==> config.mk <==
export PLATFORM = sky130hd
export DESIGN_NAME = spi_packet_master
export DESIGN_NICKNAME = d
export VERILOG_FILES = /design/src/rtl/spi_pkt_pkg.sv /design/src/rtl/spi_sck_gen.sv /design/src/rtl/spi_packet_master.sv
export SDC_FILE = /design/constraint.sdc
export NUM_CORES = 1
export LEC_CHECK = 0
export CAP_MARGIN = 15
export CORE_ASPECT_RATIO = 1.2
export CORE_MARGIN = 1
export CORE_UTILIZATION = 62
export CTS_BUF_LIST = sky130_fd_sc_hd__clkbuf_4
export CTS_CLUSTER_DIAMETER = 60
export CTS_CLUSTER_SIZE = 12
export DETAILED_ROUTE_END_ITERATION = 6
export GPL_ROUTABILITY_DRIVEN = 1
export PLACE_DENSITY = 0.94
export SETUP_SLACK_MARGIN = 0.5
export SLEW_MARGIN = 20
export SYNTH_ARGS = -nofsm -noshare
export SYNTH_HDL_FRONTEND = slang
export SYNTH_HIERARCHICAL = 1
export SYNTH_SLANG_ARGS = --single-unit
==> constraint.sdc <==
create_clock -name clk -period 24.1 [get_ports clk]
set_clock_uncertainty 0.05 [all_clocks]
set_input_delay 2.41 -clock clk [delete_from_list [all_inputs] [get_ports clk]]
set_output_delay 2.41 -clock clk [all_outputs]
set_load 0.005 [all_outputs]
==> src/rtl/spi_pkt_pkg.sv <==
// Shared types and constants for the SPI sensor-packet master.
// Packet layout: header, quaternion w/x/y/z, gyro x/y/z, flags; all fields big-endian.
package spi_pkt_pkg;

  localparam logic [7:0] HEADER_BYTE  = 8'hAA;
  localparam int         PACKET_BYTES = 16;
  localparam int         PACKET_BITS  = 128;

  localparam int OFF_HDR   = 0;
  localparam int OFF_QW    = 1;
  localparam int OFF_QX    = 3;
  localparam int OFF_QY    = 5;
  localparam int OFF_QZ    = 7;
  localparam int OFF_GX    = 9;
  localparam int OFF_GY    = 11;
  localparam int OFF_GZ    = 13;
  localparam int OFF_FLAGS = 15;

  localparam int CNT_W = 16;

  typedef enum logic [2:0] {
    ST_IDLE     = 3'd0,
    ST_SETUP    = 3'd1,
    ST_XFER     = 3'd2,
    ST_DECODE   = 3'd3,
    ST_ACK      = 3'd4,
    ST_WAIT_LOW = 3'd5
  } spi_pkt_state_t;

  typedef struct packed {
    logic [15:0] w;
    logic [15:0] x;
    logic [15:0] y;
    logic [15:0] z;
    logic [15:0] gx;
    logic [15:0] gy;
    logic [15:0] gz;
    logic [7:0]  flags;
  } sensor_pkt_t;

  // Byte 0 is the first byte on the wire, i.e. the MSB end of the shift register.
  function automatic logic [7:0] pkt_byte(input logic [PACKET_BITS-1:0] sr, input int idx);
    return sr[PACKET_BITS-1-8*idx -: 8];
  endfunction

  function automatic logic [15:0] pkt_field16(input logic [PACKET_BITS-1:0] sr, input int idx);
    return {pkt_byte(sr, idx), pkt_byte(sr, idx + 1)};
  endfunction

endpackage

==> src/rtl/spi_sck_gen.sv <==
// SPI clock generator: divides clk into an idle-low SCK while enabled and
// flags the clk cycle on which SCK is about to rise or fall.
module spi_sck_gen
  import spi_pkt_pkg::*;
#(
  parameter int CLK_DIV = 4
) (
  input  logic clk,
  input  logic reset,
  input  logic en,
  output logic sck,
  output logic rise,
  output logic fall
);

  localparam int DIV_W = $clog2(CLK_DIV);

  logic [DIV_W-1:0] div_cnt;
  logic             tick;

  assign tick = en && (div_cnt == DIV_W'(CLK_DIV - 1));
  assign rise = tick && !sck;
  assign fall = tick && sck;

  always_ff @(posedge clk or posedge reset) begin
    if (reset) begin
      div_cnt <= '0;
      sck     <= 1'b0;
    end else if (!en) begin
      div_cnt <= '0;
      sck     <= 1'b0;
    end else if (tick) begin
      div_cnt <= '0;
      sck     <= ~sck;
    end else begin
      div_cnt <= div_cnt + DIV_W'(1);
    end
  end

endmodule

==> src/rtl/spi_packet_master.sv <==
// SPI mode-0 master that reads a 16-byte sensor packet when the slave raises done,
// checks the header, unpacks the fields and acknowledges with a load pulse.
// Build option: SPI_PKT_TIMEOUT_EN bounds the wait for done to fall after load.
//
// state     | meaning
// IDLE      | waiting for done_s
// SETUP     | sck held low CLK_DIV cycles while slave presents bit 127
// XFER      | 128 sck periods, sdi sampled on each rising edge
// DECODE    | header check, field registers updated
// ACK       | load held high LOAD_CYCLES cycles
// WAIT_LOW  | waiting for done_s to drop (optionally bounded by TIMEOUT)
module spi_packet_master
  import spi_pkt_pkg::*;
#(
  parameter int CLK_DIV     = 4,
  parameter int LOAD_CYCLES = 8,
  parameter int TIMEOUT     = 4096
) (
  input  logic        clk,
  input  logic        reset,
  input  logic        done,
  output logic        load,
  output logic        sck,
  output logic        sdo,
  input  logic        sdi,
  output logic [15:0] quat_w,
  output logic [15:0] quat_x,
  output logic [15:0] quat_y,
  output logic [15:0] quat_z,
  output logic [15:0] gyro_x,
  output logic [15:0] gyro_y,
  output logic [15:0] gyro_z,
  output logic        quat_valid,
  output logic        gyro_valid,
  output logic        pkt_valid,
  output logic        hdr_err,
  output logic        timeout_err,
  output logic        busy
);

  spi_pkt_state_t         state, state_d;
  logic [CNT_W-1:0]       cnt, cnt_d;
  logic [6:0]             bit_cnt;
  logic [PACKET_BITS-1:0] sr;
  logic                   done_meta, done_s;
  logic                   sck_en, sck_rise, sck_fall;

`ifdef SPI_PKT_TIMEOUT_EN
  logic tmo_d;
`endif

  always_ff @(posedge clk or posedge reset) begin
    if (reset) begin
      done_meta <= 1'b0;
      done_s    <= 1'b0;
    end else begin
      done_meta <= done;
      done_s    <= done_meta;
    end
  end

  spi_sck_gen #(.CLK_DIV(CLK_DIV)) u_sck_gen (
    .clk   (clk),
    .reset (reset),
    .en    (sck_en),
    .sck   (sck),
    .rise  (sck_rise),
    .fall  (sck_fall)
  );

  always_comb begin
    state_d = state;
    cnt_d   = cnt;
    sck_en  = 1'b0;
`ifdef SPI_PKT_TIMEOUT_EN
    tmo_d   = 1'b0;
`endif
    case (state)
      ST_IDLE: begin
        if (done_s) begin
          state_d = ST_SETUP;
          cnt_d   = CNT_W'(CLK_DIV - 1);
        end
      end
      ST_SETUP: begin
        if (cnt == '0) state_d = ST_XFER;
        else           cnt_d   = cnt - CNT_W'(1);
      end
      ST_XFER: begin
        sck_en = 1'b1;
        // bit_cnt has wrapped to 0 only after the 128th rising edge
        if (sck_fall && bit_cnt == 7'd0) state_d = ST_DECODE;
      end
      ST_DECODE: begin
        state_d = ST_ACK;
        cnt_d   = CNT_W'(LOAD_CYCLES - 1);
      end
      ST_ACK: begin
        if (cnt == '0) begin
          state_d = ST_WAIT_LOW;
          cnt_d   = CNT_W'(TIMEOUT - 1);
        end else begin
          cnt_d = cnt - CNT_W'(1);
        end
      end
      ST_WAIT_LOW: begin
        if (!done_s) begin
          state_d = ST_IDLE;
        end
`ifdef SPI_PKT_TIMEOUT_EN
        else if (cnt == '0) begin
          state_d = ST_IDLE;
          tmo_d   = 1'b1;
        end else begin
          cnt_d = cnt - CNT_W'(1);
        end
`endif
      end
      default: state_d = ST_IDLE;
    endcase
  end

  always_ff @(posedge clk or posedge reset) begin
    if (reset) begin
      state <= ST_IDLE;
      cnt   <= '0;
    end else begin
      state <= state_d;
      cnt   <= cnt_d;
    end
  end

  always_ff @(posedge clk or posedge reset) begin
    if (reset) begin
      bit_cnt <= '0;
      sr      <= '0;
    end else if (state == ST_SETUP) begin
      bit_cnt <= '0;
    end else if (state == ST_XFER && sck_rise) begin
      sr      <= {sr[PACKET_BITS-2:0], sdi};
      bit_cnt <= bit_cnt + 7'd1;
    end
  end

  always_ff @(posedge clk or posedge reset) begin
    if (reset) begin
      load       <= 1'b0;
      pkt_valid  <= 1'b0;
      hdr_err    <= 1'b0;
      quat_w     <= '0;
      quat_x     <= '0;
      quat_y     <= '0;
      quat_z     <= '0;
      gyro_x     <= '0;
      gyro_y     <= '0;
      gyro_z     <= '0;
      quat_valid <= 1'b0;
      gyro_valid <= 1'b0;
    end else begin
      load      <= (state_d == ST_ACK);
      pkt_valid <= 1'b0;
      hdr_err   <= 1'b0;
      if (state == ST_DECODE) begin
        if (pkt_byte(sr, OFF_HDR) == HEADER_BYTE) begin
          quat_w    <= pkt_field16(sr, OFF_QW);
          quat_x    <= pkt_field16(sr, OFF_QX);
          quat_y    <= pkt_field16(sr, OFF_QY);
          quat_z    <= pkt_field16(sr, OFF_QZ);
          gyro_x    <= pkt_field16(sr, OFF_GX);
          gyro_y    <= pkt_field16(sr, OFF_GY);
          gyro_z    <= pkt_field16(sr, OFF_GZ);
          // flags byte is the last one shifted in, so it sits at the LSBs
          quat_valid <= sr[0];
          gyro_valid <= sr[1];
          pkt_valid  <= 1'b1;
        end else begin
          hdr_err <= 1'b1;
        end
      end
    end
  end

`ifdef SPI_PKT_TIMEOUT_EN
  always_ff @(posedge clk or posedge reset) begin
    if (reset) timeout_err <= 1'b0;
    else       timeout_err <= tmo_d;
  end
`else
  assign timeout_err = 1'b0;
`endif

  assign busy = (state != ST_IDLE);
  assign sdo  = 1'b0;

endmodule

==> impl_metrics.yaml, run 1 <==
timing:
  finalCritPeriodShare_pct: 18.6
  setup-tns-final_ps: 0
  setup_viol: 0
  hold_slack_ps: 322
  timing.max_slew.rel_slack_pct: 31.4
  rsz0062_at_grt: "no"
  slew_violations: 0
  worstMarginPinSlew_ps: 1020
  hold_viol: 0
  fmax_ghz: 0.223
  period_needed_ps: 4490
place:
  dpl.hpwl_um: 12800
  place_inst: 1032
  place_congestion: 0.799
  portBuffers: 122
power:
  peakVddDrop_mv: 0.0480
  p_per_area_nw_per_um2: 60.8
  p_leak_nw: 6.26
cts:
  cts.htree.levels: 1
  cts_sinks: 276
  cts_buffer_depth: 3
  postCtsSetupBuffers: 0
  postCtsHoldBufs: 0
  cts.reportedPaths.clkPinSlew_ps: 130
  cts_tree: "yes"
  clock_latency_ps: 670
  clockRootBuffer: "clkbuf_4"
  cts_resized: 0
  cts-buffers-inserted: 26
logic_synthesis:
  synth_cells: 725
  synthSimpleGateAreaFrac_pct: 4.88
  synth_top_family_by_area: "multiplexers"
  syn_area_per_cell_um2: 15.0
  yosys_warnings: 6
  yosysTopAreaCell: "dfrtp_1"
  ys_ff_latch: 276
  yosys.cell_types.count: 57
  synth-main-ff-cell: "dfrtp_1"
  synth_compound_area_share_pct: 2.89
  synthMuxAreaShare_pct: 25.3
  ys_async_sr_fraction_pct: 100
  synth_top_area_share_pct: 63.6
  ys_seq_area_share_pct: 63.6
  synth_area_leaders: "dfrtp_1 64%, mux2_1 15%, mux2_2 9.7%"
  synth_xor_xnor_area_share_pct: 0.404
  synthAdderAreaFrac_pct: 0.669
  synth_area_um2: 10900
  synth-edff-count: 0
final_layout:
  stdcell_count: 1061
  area_growth_pct: 14.9
  num-nets-final: 854
  final_cell_mix: "276 x dfrtp_1, 149 x mux2_1, 122 x clkdlybuf4s50_1"
  layout-drive-gt1-share_pct: 16.1
  final_common_cell: "dfrtp_1"
grt:
  grt_max_degree: 110
  grt_use_total_pct: 23.0
  grt_pass1_wl_um: 32900
  antenna_found_initial: 1
  grt_overflow: 0
  grt_pass1_vias: 6532
floorplan:
  rows: 52
  core_area_um2: 17000
  initial_core_util_pct: 63.9
  die-area_um2: 18000
  die_y_um: 147
  pin_count: 125
  fp.dieW_um: 123
setup_path:
  start_kind: "register"
  endpoint_kind: "output port"
  crit_slowest_cell: "dfrtp_1"
  critPathRequiredTime_ps: 21640
  r2r_cells: 8
  worstPathArrival_ps: 2030
  cp_max_fo: 11
  cpPeakStageDelay_ps: 570
  path_cells: "inv_1 -> nand3_1 -> clkdlybuf4s50_1"
  worstSetupPathType: "register to output port"
hold_path:
  worst_hold_path.num_cells: 0
  hold_class: "register to register"
run:
  drv_cap: 0
route:
  vias: 6125
  drc_errors: 0
  wire_per_inst_um: 18.3
  avgViaCountPerCell: 5.77
  routed_wl_um: 19400
  drtIter0Drc: 418
  dr.pass1.iters: 5
  ant_nets: 0
status:
  outcome: "complete, no violations"
[registers in the layout (all words and copies together) (netlist names)]
signal and cells:
state 3, hdr_err 1, quat_valid 1, bit_cnt 7
gyro_valid 1, quat_y 16, u_sck_gen/div_cnt 2, pkt_valid 1
u_sck_gen/sck 1, gyro_x 16, cnt 16, quat_z 16
quat_w 16, gyro_y 16, done_s 1, load 1
sr 128, quat_x 16, done_meta 1, gyro_z 16
[final timing paths]
check | from | end | slack (ps)
setup / recovery | state[1] | busy | 19620
hold / removal | done_meta | done_s | 320
setup reg to reg | state[1] | sr[32] | 20470
hold reg to reg | done_meta | done_s | 320
max in group asynchronous | reset | gyro_x[15] | 20340
min in group asynchronous | reset | u_sck_gen/div_cnt[0] | 2040
[critical path, delay by kind of cell (launching register included)]
family / cells / cell delay, ps
AND/OR/NAND/NOR: 1 / 110
buffers and inverters: 2 / 670
flip-flops: 1 / 570
[per-layer routing]
metal / vias to the layer above / global-route usage, % / wire length, um / part of all wire, %
met5: - / 0 / 0 / 0
met4: 0 / 6.52 / 335 / 1.7
met2: 137 / 39.4 / 10100 / 52
met1: 3166 / 29.9 / 8050 / 41
li1: 2795 / - / - / -
met3: 27 / 4.39 / 915 / 4.7
[power by group]
| part | switching [mW] | total, mW | leakage (nW) | internal, mW |
|---|---|---|---|---|
| logic | 0.0441 | 0.0717 | 2.30 | 0.0276 |
| clock network | 0.131 | 0.192 | 0.134 | 0.0608 |
| registers | 0.0187 | 0.495 | 3.83 | 0.476 |
[layout make-up]
type / instances / area (um^2)
Sequential cell: 276 / 6910
Fill cell: 1048 / 4510
Multi-Input combinational cell: 401 / 3730
Timing Repair Buffer: 127 / 1280
Tap cell: 216 / 270
Clock buffer: 26 / 195
Inverter: 13 / 56.3
Clock inverter: 1 / 30.0
Antenna cell: 1 / 2.50
[metrics by stage]
step	setup WS [ps]	power, mW	util, %	instance area [um^2]
floorplan	14120	0.559	-	10900
global placement	19480	0.572	71.9	12200
detailed placement	19390	0.575	71.9	12200
CTS	19570	0.766	73.2	12400
global route	19440	0.797	73.4	12500
finish	19620	0.759	73.4	12500
[cell usage after synthesis (all sizes together) (2+ instances only)]
cell type  number
a21o            2
a21oi          12
buf            31
clkbuf          5
dfrtp         276
ha              5
inv            13
mux2          242
mux2i           2
nand2          12
nand2b          3
nand3           8
nand4           5
nand4bb         2
nor2           33
nor2b           3
nor3            8
nor3b           2
nor4            3
o21a            3
o21ai          12
o31ai           2
o32ai           4
or3             7
or4             3
xor2            4
[cell families (layout without fill, tap and decap cells)]
logic type / after synthesis / after routing
flops: 276 / 276
mux: 244 / 244
simple gates: 97 / 97
buf+inv: 49 / 167
compound gates: 47 / 47
fa+ha+maj: 6 / 6
xor+xnor: 5 / 5
other cells: 1 / 3
Note: power is estimated with default switching activity, not from simulation.
==> run 2, diff against run 1 <==
--- a/config.mk
+++ b/config.mk
@@ -8,13 +8,13 @@
 export CAP_MARGIN = 15
 export CORE_ASPECT_RATIO = 1.2
 export CORE_MARGIN = 1
-export CORE_UTILIZATION = 62
+export CORE_UTILIZATION = 52
 export CTS_BUF_LIST = sky130_fd_sc_hd__clkbuf_4
 export CTS_CLUSTER_DIAMETER = 60
 export CTS_CLUSTER_SIZE = 12
 export DETAILED_ROUTE_END_ITERATION = 6
 export GPL_ROUTABILITY_DRIVEN = 1
-export PLACE_DENSITY = 0.94
+export PLACE_DENSITY = 0.85
 export SETUP_SLACK_MARGIN = 0.5
 export SLEW_MARGIN = 20
 export SYNTH_ARGS = -nofsm -noshare
==> constraint.sdc (replaced) <==
create_clock -name clk -period 4.09 [get_ports clk]
set_clock_uncertainty 0.05 [all_clocks]
set_input_delay 0.409 -clock clk [delete_from_list [all_inputs] [get_ports clk]]
set_output_delay 0.409 -clock clk [all_outputs]
set_load 0.005 [all_outputs]
==> impl_metrics.yaml, run 2 (synthesis gave the netlist of run 1 again) <==
grt:
  grt_pass1_vias: 6190
  grt_max_degree: 84
  grt_use_total_pct: 17.9
  grt_overflow: 0
  antenna_found_initial: 1
  grt_pass1_wl_um: 31300
timing:
  slew_violations: 0
  worstMarginPinSlew_ps: 973
  rsz0062_at_grt: "no"
  hold_slack_ps: 161
  hold_viol: 0
  finalCritPeriodShare_pct: 74.0
  setup_viol: 0
  setup_slack_ps: 1070
  fmax_ghz: 0.331
  period_needed_ps: 3020
  setup-tns-final_ps: 0
  timing.max_slew.rel_slack_pct: 34.7
place:
  pre_cts_ws_ps: 1090
  place_inst: 1084
  place_congestion: 0.832
  portBuffers: 122
  dpl_cell_area_um2: 12400
  dpl.hpwl_um: 12100
cts:
  cts.htree.levels: 1
  clock_latency_ps: 650
  clockRootBuffer: "clkbuf_4"
  cts_buffer_depth: 3
  cts-buffers-inserted: 26
  cts_tree: "yes"
  cts_sinks: 276
  postCtsSetupBuffers: 0
  cts.reportedPaths.clkPinSlew_ps: 140
power:
  peakVddDrop_mv: 0.223
  p_per_area_nw_per_um2: 353
  p_leak_nw: 6.29
  p_total_mw: 4.44
floorplan:
  fp.dieW_um: 134
  core_area_um2: 20300
  pin_count: 125
  initial_core_util_pct: 53.4
  die-area_um2: 21500
  die_y_um: 160
  rows: 57
setup_path:
  cp_max_fo: 36
  start_kind: "register"
  worstSetupPathType: "register to register"
  rrSetupSlack_ps: 1070
  worstPathArrival_ps: 3500
  worstReg2RegStart: "state[1]"
  r2r_cells: 7
  r2r_end: "sr[19]"
  endpoint_kind: "register"
  critPathRequiredTime_ps: 4570
final_layout:
  postLayoutCoreUtil_pct: 61.9
  largest_register_ffs: 128
  fillers: 1538
  area_growth_pct: 16.0
  final_common_cell: "dfrtp_1"
  regMostFlops: "sr"
  final_area_um2: 12600
  final_cell_mix: "276 x dfrtp_1, 149 x mux2_1, 122 x clkdlybuf4s50_1"
  stdcell_count: 1114
  num-nets-final: 858
  layout-drive-gt1-share_pct: 16.4
hold_path:
  hold_end: "done_meta"
  worst_hold_path.num_cells: 1
  hold_class: "input pin to register"
  min-delay-start: "done"
route:
  routed_wl_um: 18600
  drtIter0Drc: 382
  ant_nets: 0
  wire_per_inst_um: 16.7
  vias: 6035
  drc_errors: 0
  avgViaCountPerCell: 5.42
  dr.pass1.iters: 4
status:
  outcome: "complete, no violations"
run:
  drv_cap: 0
run 2: cell types whose count changed in the layout (fill, tap and decap cells not counted):
cell	before	now
buf_16	1	0
bufinv_16	1	0
buf_6	1	0
buf_12	0	6
clkinvlp_4	0	1
clkbuf_4	26	27
buf_4	3	2
dlygate4sd3_1	0	1
inv_8	1	0
run 2: power by group:
| group | switching, mW | internal (mW) | total, mW |
|---|---|---|---|
| clock network | 0.791 | 0.304 | 1.09 |
| logic | 0.257 | 0.170 | 0.427 |
| registers | 0.115 | 2.81 | 2.92 |
run 2: repair_timing:
item,in CTS,in global routing
resized for setup,0,0
hold endpoints to repair,3,0
hold buffers,1,0
run 2: per-layer routing:
layer	vias to the layer above	GRT usage [%]	part of all wire (%)
li1	2811	-	-
met5	-	0	0
met1	3075	23.7	43
met4	0	4.75	1.5
met2	128	30.0	50
met3	21	3.56	5.4
run 2: how the worst max path moves through the flow:
stage / slack, ps / depth (start not counted) / to / startpoint
floorplan: 20 / 1 / bit_cnt[0] / reset
global placement: 1200 / 7 / sr[15] / state[1]
detailed placement: 1090 / 7 / sr[80] / state[1]
CTS: 1090 / 7 / sr[21] / state[1]
global route: 850 / 7 / sr[21] / state[1]
finish: 1070 / 7 / sr[19] / state[1]
run 2: critical path, cell delays in order (launching register included):
cell	delay, ps
dfrtp_1	590
inv_1	160
nor3_1	510
nand2_1	110
nor2_1	100
and4_4	480
buf_4	480
mux2_2	390
run 2: final cells by class:
class / instances / area (um^2) / area share (%)
sequential: 276 / 6910 / 54.9
inverter: 13 / 52.6 / 0.417
multi-input combinational: 401 / 3730 / 29.6
clock buffer: 27 / 203 / 1.61
antenna: 1 / 2.50 / 0.0199
timing repair buffer: 131 / 1370 / 10.9
tap: 265 / 332 / 2.63
==> run 3, diff against run 2 <==
--- a/config.mk
+++ b/config.mk
@@ -8,13 +8,13 @@
 export CAP_MARGIN = 15
 export CORE_ASPECT_RATIO = 1.2
 export CORE_MARGIN = 1
-export CORE_UTILIZATION = 52
+export CORE_UTILIZATION = 58
 export CTS_BUF_LIST = sky130_fd_sc_hd__clkbuf_4
 export CTS_CLUSTER_DIAMETER = 60
 export CTS_CLUSTER_SIZE = 12
 export DETAILED_ROUTE_END_ITERATION = 6
 export GPL_ROUTABILITY_DRIVEN = 1
-export PLACE_DENSITY = 0.85
+export PLACE_DENSITY = 0.89
 export SETUP_SLACK_MARGIN = 0.5
 export SLEW_MARGIN = 20
 export SYNTH_ARGS = -nofsm -noshare
==> constraint.sdc (replaced) <==
create_clock -name clk -period 3.15 [get_ports clk]
set_clock_uncertainty 0.05 [all_clocks]
set_input_delay 0.315 -clock clk [delete_from_list [all_inputs] [get_ports clk]]
set_output_delay 0.315 -clock clk [all_outputs]
set_load 0.005 [all_outputs]
==> impl_metrics.yaml, run 3 (synthesis gave the netlist of run 1 again) <==
status:
  outcome: "complete, no violations"
cts:
  clock_latency_ps: 650
  cts_sinks: 276
  cts.htree.levels: 1
  clockRootBuffer: "clkbuf_4"
  cts_tree: "yes"
  cts_buffer_depth: 3
  cts.reportedPaths.clkPinSlew_ps: 120
  cts-buffers-inserted: 26
setup_path:
  worstReg2RegStart: "state[1]"
  cp_max_fo: 41
  start_kind: "register"
  critPathLaunch: "state[1]"
  worstPathArrival_ps: 2890
  endpoint_kind: "register"
  worstSetupPathType: "register to register"
  critPathRequiredTime_ps: 3610
final_layout:
  regMostFlops: "sr"
  layout-drive-gt1-share_pct: 17.0
  final_common_cell: "dfrtp_1"
  final_cell_mix: "275 x dfrtp_1, 149 x mux2_1, 122 x clkdlybuf4s50_1"
  area_growth_pct: 16.1
  num-nets-final: 863
  largest_register_ffs: 128
  final_area_um2: 12600
  postLayoutCoreUtil_pct: 69.0
power:
  netSwitchingPower_mw: 1.49
  clock_power_share_pct: 24.3
  internal_power_mw: 4.26
  comb_power_share_pct: 9.8
  p_seq_share_pct: 65.9
  p_leak_nw: 6.31
  p_total_mw: 5.75
  p_per_area_nw_per_um2: 456
  sw_frac_of_total_pct: 25.8
  peakVddDrop_mv: 0.335
route:
  avgViaCountPerCell: 5.67
  wire_per_inst_um: 17.5
  met3_length_um: 840
  vias: 6110
  routed_wl_um: 18900
  ant_nets: 0
  dr_wl_met2_um: 9550
  drt-met1-wl_um: 8070
  dr.pass1.iters: 4
  drtIter0Drc: 371
  drc_errors: 0
  top_layer: "met4"
timing:
  worstMarginPinSlew_ps: 861
  setup_slack_ps: 722
  rsz0062_at_grt: "no"
  period_needed_ps: 2430
  fmax_ghz: 0.412
  setup_viol: 0
  timing.max_slew.rel_slack_pct: 42.6
  slew_violations: 0
  hold_viol: 0
  finalCritPeriodShare_pct: 77.1
hold_path:
  min-delay-start: "done"
  hold_class: "input pin to register"
floorplan:
  fp.dieW_um: 127
  die-area_um2: 19300
  pin_count: 125
  die_y_um: 152
  core_area_um2: 18200
  initial_core_util_pct: 59.5
  rows: 54
place:
  portBuffers: 122
  place_congestion: 0.853
  pre_cts_ws_ps: 596
  dpl_cell_area_um2: 12300
  dpl.hpwl_um: 12300
grt:
  grt_max_degree: 110
  grt_use_total_pct: 20.4
  grt_pass1_wl_um: 32300
  antenna_found_initial: 1
  grt_pass1_vias: 6438
  grt_overflow: 0
run:
  drv_cap: 0
==> run 3: critical path: stages (launching register included) <==
cell,delay [ps]
dfrtp_2,490
inv_1,130
nor3_1,210
buf_4,170
nand2_1,50
nor2_1,90
and4_4,340
clkbuf_8,370
mux2_2,380
==> run 3: area by class of cell <==
type | count | area (um^2)
antenna | 1 | 2.50
clock buffer | 27 | 203
fill | 1250 | 5650
inverter | 13 | 52.6
multi-input combinational | 401 | 3730
sequential | 276 | 6910
tap | 224 | 280
timing repair buffer | 136 | 1420
==> run 3: worst paths after layout <==
path,slack [ps],cells past startpoint,endpoint
min in group asynchronous,470,3,u_sck_gen/div_cnt[1]
min,70,1,done_meta
max in group asynchronous,1720,5,sr[27]
min reg2reg,310,0,done_s
max,720,8,sr[53]
max reg2reg,720,8,sr[53]
==> run 3: stage by stage <==
stage | std cells | setup TNS, ps | hold slack, ps
floorplan | 726 | -225060 | 18.6
global placement | 1048 | 0 | 284
detailed placement | 1048 | 0 | 288
CTS | 1076 | 0 | 25.0
global route | 1078 | 0 | 33.1
finish | 1078 | 0 | 67.6
==> run 3: metal layers <==
| metal | GRT usage, % | vias up |
|---|---|---|
| li1 | - | 2810 |
| met1 | 27.8 | 3152 |
| met2 | 33.5 | 111 |
| met3 | 3.66 | 37 |
| met4 | 6.07 | 0 |
| met5 | 0 | - |
==> run 3: what timing repair did <==
action,in CTS,in global routing
setup buffers,0,0
hold buffers,1,0
resized for setup,0,4
hold endpoints to repair,3,0
endpoints found under the setup margin,0,129
==> run 3: power groups by stage <==
stage / combinational (mW) / clock [mW] / sequential [mW]
floorplan: 0.470 / 0 / 3.81
global placement: 0.540 / 0 / 3.85
detailed placement: 0.558 / 0 / 3.85
CTS: 0.563 / 1.47 / 3.78
global route: 0.634 / 1.58 / 3.81
finish: 0.562 / 1.40 / 3.79
